## src/rtl/hex_scan_driver.sv

```systemverilog
// Time-multiplexed scan driver for an N-digit common-anode 7-segment display.
// Optional build macro: LEAD_ZERO_BLANK_EN (suppress leading zero digits).
module hex_scan_driver #(
  parameter int NUM_DIGITS  = 4,
  parameter int REFRESH_DIV = 50000,
  parameter int DIV_W       = 16
) (
  input  logic                    clk,
  input  logic                    rst_n,
  input  logic                    load,
  input  logic [4*NUM_DIGITS-1:0] value,
  input  logic                    blank,
  output logic [3:0]              nibble,
  output logic [NUM_DIGITS-1:0]   digit_en_n,
  output logic                    pending,
  output logic                    frame_tick
);

  localparam int IDX_W = (NUM_DIGITS > 1) ? $clog2(NUM_DIGITS) : 1;
  localparam int VAL_W = 4 * NUM_DIGITS;
  localparam logic [DIV_W-1:0] DIV_LAST = DIV_W'(REFRESH_DIV - 1);
  localparam logic [IDX_W-1:0] IDX_LAST = IDX_W'(NUM_DIGITS - 1);

  logic [DIV_W-1:0]      div_cnt_q, div_cnt_d;
  logic [IDX_W-1:0]      idx_q, idx_d;
  logic [VAL_W-1:0]      shadow_q, shadow_d;
  logic [VAL_W-1:0]      disp_q, disp_d;
  logic                  pending_q, pending_d;
  logic [3:0]            nibble_q, nibble_d;
  logic [NUM_DIGITS-1:0] digit_en_n_q, digit_en_n_d;
  logic                  frame_tick_q, frame_tick_d;

  logic slot_end;
  logic frame_end;
  logic lead_zero;

  // Slot counter, digit index and double-buffered display value
  always_comb begin
    slot_end  = (div_cnt_q == DIV_LAST);
    frame_end = slot_end && (idx_q == IDX_LAST);

    div_cnt_d = slot_end ? '0 : div_cnt_q + 1'b1;
    idx_d     = idx_q;
    if (slot_end) begin
      idx_d = (idx_q == IDX_LAST) ? '0 : idx_q + 1'b1;
    end

    shadow_d  = shadow_q;
    pending_d = pending_q;
    disp_d    = disp_q;
    if (load) begin
      shadow_d  = value;
      pending_d = 1'b1;
    end
    // A load landing on the commit cycle bypasses the shadow straight to disp
    if (frame_end) begin
      pending_d = 1'b0;
      if (load) begin
        disp_d = value;
      end else if (pending_q) begin
        disp_d = shadow_q;
      end
    end
  end

  // Registered display outputs, one cycle behind idx/disp
  always_comb begin
    nibble_d     = 4'h0;
    digit_en_n_d = '1;
    lead_zero    = 1'b0;
    for (int k = 0; k < NUM_DIGITS; k++) begin
      if (idx_q == IDX_W'(k)) begin
        nibble_d        = disp_q[4*k +: 4];
        digit_en_n_d[k] = 1'b0;
      end
    end
`ifdef LEAD_ZERO_BLANK_EN
    // Digit k>0 is dark when it and every more significant digit are zero
    for (int k = 1; k < NUM_DIGITS; k++) begin
      if ((idx_q == IDX_W'(k)) && ((disp_q >> (4*k)) == '0)) begin
        lead_zero = 1'b1;
      end
    end
`else
    lead_zero = 1'b0;
`endif
    if (blank || lead_zero) begin
      digit_en_n_d = '1;
    end
    frame_tick_d = frame_end;
  end

  always_ff @(posedge clk or negedge rst_n) begin
    if (!rst_n) begin
      div_cnt_q    <= '0;
      idx_q        <= '0;
      shadow_q     <= '0;
      disp_q       <= '0;
      pending_q    <= 1'b0;
      nibble_q     <= 4'h0;
      digit_en_n_q <= '1;
      frame_tick_q <= 1'b0;
    end else begin
      div_cnt_q    <= div_cnt_d;
      idx_q        <= idx_d;
      shadow_q     <= shadow_d;
      disp_q       <= disp_d;
      pending_q    <= pending_d;
      nibble_q     <= nibble_d;
      digit_en_n_q <= digit_en_n_d;
      frame_tick_q <= frame_tick_d;
    end
  end

  assign nibble     = nibble_q;
  assign digit_en_n = digit_en_n_q;
  assign pending    = pending_q;
  assign frame_tick = frame_tick_q;

endmodule

```

## config.mk

```make
export PLATFORM = sky130hd
export DESIGN_NAME = hex_scan_driver
export DESIGN_NICKNAME = d
export VERILOG_FILES = /design/src/rtl/hex_scan_driver.sv
export SDC_FILE = /design/constraint.sdc
export NUM_CORES = 1
export LEC_CHECK = 0
export CORE_ASPECT_RATIO = 0.9
export CORE_MARGIN = 3
export CORE_UTILIZATION = 50
export CTS_BUF_LIST = sky130_fd_sc_hd__clkbuf_8 sky130_fd_sc_hd__clkbuf_16
export CTS_CLUSTER_SIZE = 30
export DETAILED_ROUTE_END_ITERATION = 10
export PLACE_DENSITY = 0.75
export SKIP_LAST_GASP = 1
export SYNTH_ARGS = -nofsm -noshare
export SYNTH_HDL_FRONTEND = slang
export SYNTH_SLANG_ARGS = --single-unit
```

## constraint.sdc

```tcl
create_clock -name clk -period 3.6 [get_ports clk]
set_input_delay 0.72 -clock clk [delete_from_list [all_inputs] [get_ports clk]]
set_output_delay 0.72 -clock clk [all_outputs]
set_load 0.03 [all_outputs]
```

Word-level counts from Yosys, hierarchy flattened
Cells that the tools add are included.
Storage, ports and cells
  register bits: 60
  bits of input ports: 20
  word-level logic and storage cells: 34
  output and inout bits: 10
Cells by class
  equal/unequal tests: 4
  multiplexer cells: 15
  add/sub/neg operators: 2
  reductions and logical operators: 5
Operators by type and width (number)
  2-to-1 mux 16 bit: 3
  2-to-1 mux 4 bit: 5
  adder 16 x 1 -> 16 bit, second input constant: 1
  == test 16 bit, second input constant: 1
  2-to-1 mux 1 bit: 6
  == test 2 bit, second input constant: 2
  nonzero test 2 bit: 2
  adder 2 x 1 -> 2 bit, second input constant: 1
  == test 2 x 1 -> 1 bit, second input constant: 1
  logical NOT 2 bit: 1
  2-to-1 mux 2 bit: 1
  AND reduction 2 bit: 1
  logical AND 1 bit: 1

Logic depth before layout (Yosys ltp)
  depth after elaboration: 5
  mapped depth: 7
  gate-level depth less buffers: 6

Worst setup path after synthesis
OpenSTA, ideal clock, no wires.
  path kind: reg2reg
  start: reg div_cnt_q[4]
  end: reg disp_q[10]
  slack: 1.470 ns
  buffers on the path: 2
  arrival time: 2.005 ns
  library setup time: 0.125 ns
  cell stages (with the launch flop): 7
  data required time: 3.475 ns
  cell sequence: dfrtp_1 > or4b_4 > nor4_4 > and3b_1 > buf_6 > buf_12 > mux2_4
On the way
  cells in the longest elaborated chain, start to end: 3
RTL lines
  from (decl): RTL line 24  | logic [DIV_W-1:0] div_cnt_q, div_cnt_d;
  from (signal assigned): RTL line 104  | div_cnt_q <= div_cnt_d;
  == test 16 bit: RTL line 39  | slot_end = (div_cnt_q == DIV_LAST);
  logical AND 1 bit: RTL line 40  | frame_end = slot_end && (idx_q == IDX_LAST);
  AND reduction 2 bit (no source line)
  to (signal assigned): RTL line 107  | disp_q <= disp_d;
  to (decl): RTL line 27  | logic [VAL_W-1:0] disp_q, disp_d;
No other way between the ends.
A chain may end at the register's enable or synchronous reset.

Final worst setup path
  start: reg div_cnt_q[7]
  end: reg disp_q[15]
Same word-level chain as after synthesis.

==> reports/metrics.yaml <==
floorplan:
  die_w_um: 81.3
  die_h_um: 73.8
  start_util_pct: 52.1
  rows: 24
  core_um2: 4890
  io_pins: 30
  die_area_um2: 6000
synth:
  ys_warn_count: 0
  synth_cell_types: 32
  async_flop_share_pct: 100
  yosys.area.top_type: "dfrtp_1"
  yosys-top-cells-count: "dfrtp_1 (56), mux2_2 (22), nor2_1 (14)"
  synth_edf_count: 0
  synth_area_leaders: "dfrtp_1 (55%), mux2_2 (9.7%), mux2_4 (5.9%)"
  ys_ff_latch: 60
  synth_top_area_share_pct: 54.9
  synth-main-ff-cell: "dfrtp_1"
  syn_area_um2: 2550
  avgSynthCellArea_um2: 13.4
  syn_nets: 215
  yosysMostFrequentCell: "dfrtp_1"
  synth_cells: 190
  yosysSeqAreaShare_pct: 59.0
drt:
  drt_wl_total_mm: 4.65
  drc: 0
  drtIter0Drc: 76
  vias_per_cell: 5.12
  firstDrtPassIters: 4
  vias: 1521
  drtAntennaViolNets: 0
  post_drt_wl_per_cell_um: 15.6
cts:
  cts_setup_buffers: 0
  numCtsBuffers: 9
  clock_latency_ps: 330
  hold_buffers: 0
  clock_sinks: 60
  post_cts_resized: 0
  h-tree-depth: 3
  cts_tree: "done"
  cts_buffer_depth: 2
  path_clk_slew_ps: 70
  cts-root-buf: "clkbuf_8"
hold_path:
  hp-start: "shadow_q[0]"
  min_path_cells: 1
  hold_path_class: "flip-flop to flip-flop"
  holdPathEnd: "shadow_q[0]"
sta:
  worst_slew_pin_slew_ps: 1010
  finalCriticalPeriod_ps: 2370
  tns_ps: 0
  fmax_mhz: 422
  hold_violations: 0
  slew_violations: 0
  setup_viol: 0
  rsz0062_at_grt: "no"
  fin_skew_ps: 7.89
  relSlewSlack_pct: 32.4
  hold_slack_ps: 497
  finalCritPeriodShare_pct: 65.8
run:
  maxCapViolations: 0
power:
  intPower_uw: 1080
  vdd_drop_max_mv: 0.376
  combinationalPowerShare_pct: 5.0
  power_density_nw_per_um2: 442
  sw_frac_of_total_pct: 21.0
  power.switching_uw: 288
  p_clk_share_pct: 44.1
  power_leakage_uw: 0.00139
  p_seq_share_pct: 50.9
critical_path:
  rrSetupSlack_ps: 1230
  r2r-start: "div_cnt_q[7]"
  crit_type: "flip-flop to flip-flop"
  critical_path_required_ps: 3810
  critPathArrivalTime_ps: 2580
  start_kind: "flip-flop"
  cp_max_fo: 16
  r2r_cells: 6
  worstReg2RegEnd: "disp_q[15]"
  crit_path_end_kind: "flip-flop"
cells_and_area:
  layout-drive-gt1-share_pct: 25.4
  syn2layout_area_growth_pct: 21.5
  nFillCells: 374
  antenna_cells: 0
  layout.nets: 252
global_routing:
  first_global_vias: 1585
  grt_usage_pct: 18.4
  gr-total-overflow: 0
  grt_antenna_before_repair: 0
  grt_max_degree: 48
  grt_pass1_wl_mm: 7.91
place:
  dpl.hpwl_mm: 3.03
  io_buffers: 29
  place_congestion: 0.777
status:
  status: "finished clean"
routing by layer:
metal | routed length, um | vias to the layer above | track usage [%]
met5 | 0 | - | 0
met4 | 48 | 0 | 7.88
met3 | 208 | 4 | 6.99
met2 | 2160 | 28 | 27.2
met1 | 2230 | 755 | 24.2
li1 | - | 734 | -
cell usage in the layout, fill, tap and decap left out:
cell type / n
clkdlybuf4s50_1: 28
clkinv_2: 4
nand3_1: 6
dfrtp_1: 56
or4bb_1: 1
or4b_4: 1
nand4_1: 4
nand3b_1: 1
inv_1: 3
a21oi_1: 2
and3b_1: 1
nand4bb_1: 1
bufinv_16: 1
xor2_1: 9
nor2b_1: 5
clkbuf_8: 11
nor2_1: 14
buf_2: 1
ha_1: 5
nor4_1: 3
nor3_1: 2
mux2_2: 22
and2_1: 1
mux2_4: 10
o31ai_1: 3
nand2b_1: 4
xnor2_1: 5
nor4_4: 1
nand2_1: 12
and4_1: 1
a221oi_1: 3
dfstp_2: 4
buf_4: 4
o21ai_0: 3
state kept, by name, summed over array words and instances (netlist names):
register,cells
idx_q,2
pending,1
shadow_q,16
digit_en_n,4
disp_q,16
frame_tick,1
div_cnt_q,16
nibble,4
cell type report:
| type | instances | area (um^2) | share of cell area (%) |
|---|---|---|---|
| Clock buffer | 11 | 151 | 4.88 |
| Sequential cell | 60 | 1510 | 48.6 |
| Tap cell | 65 | 81.3 | 2.62 |
| Timing Repair Buffer | 33 | 315 | 10.2 |
| Clock inverter | 5 | 50.0 | 1.61 |
| Multi-Input combinational cell | 120 | 983 | 31.7 |
| Inverter | 3 | 11.3 | 0.363 |
critical path, cell delays in order (launching register included):
cell	delay, ps
dfrtp_1	440
or4b_4	550
nor4_4	210
buf_4	230
and3b_1	170
buf_4	280
mux2_2	370
kinds of logic after synthesis:
logic type,share of synthesized area (%)
compound gates,2.89
mux,15.6
fa+ha+maj,2.45
flops,59.0
xor+xnor,4.81
simple gates,12.8
buf+inv,2.40
metrics by stage:
stage          std cells  setup slack (ps)  power (uW)  area, um^2  util [%]
2_1_floorplan        190              1470         736        2550         -
3_3_place_gp         281              1140         777        2900      59.2
3_5_place_dp         281              1100         780        2900      59.2
4_1_cts              297              1240        1390        3100      63.3
5_1_grt              297              1110        1420        3100      63.3
6_report             297              1230        1370        3100      63.3
power groups by stage:
stage               clock (uW)  sequential (uW)  combinational [uW]
finish                     604              698                68.8
global route               647              699                77.2
CTS                        617              698                71.0
detailed placement           0              710                70.1
global placement             0              709                68.6
floorplan                    0              710                26.5
how the worst max path moves through the flow:
stage / from / endpoint / cells after the start
after floorplan: div_cnt_q[4] / disp_q[10] / 6
after global placement: load / disp_q[1] / 6
after detailed placement: load / disp_q[4] / 6
after CTS: div_cnt_q[7] / disp_q[15] / 6
after global routing: div_cnt_q[7] / disp_q[15] / 6
final: div_cnt_q[7] / disp_q[15] / 6
No activity file was read; power rests on OpenSTA's default activity.
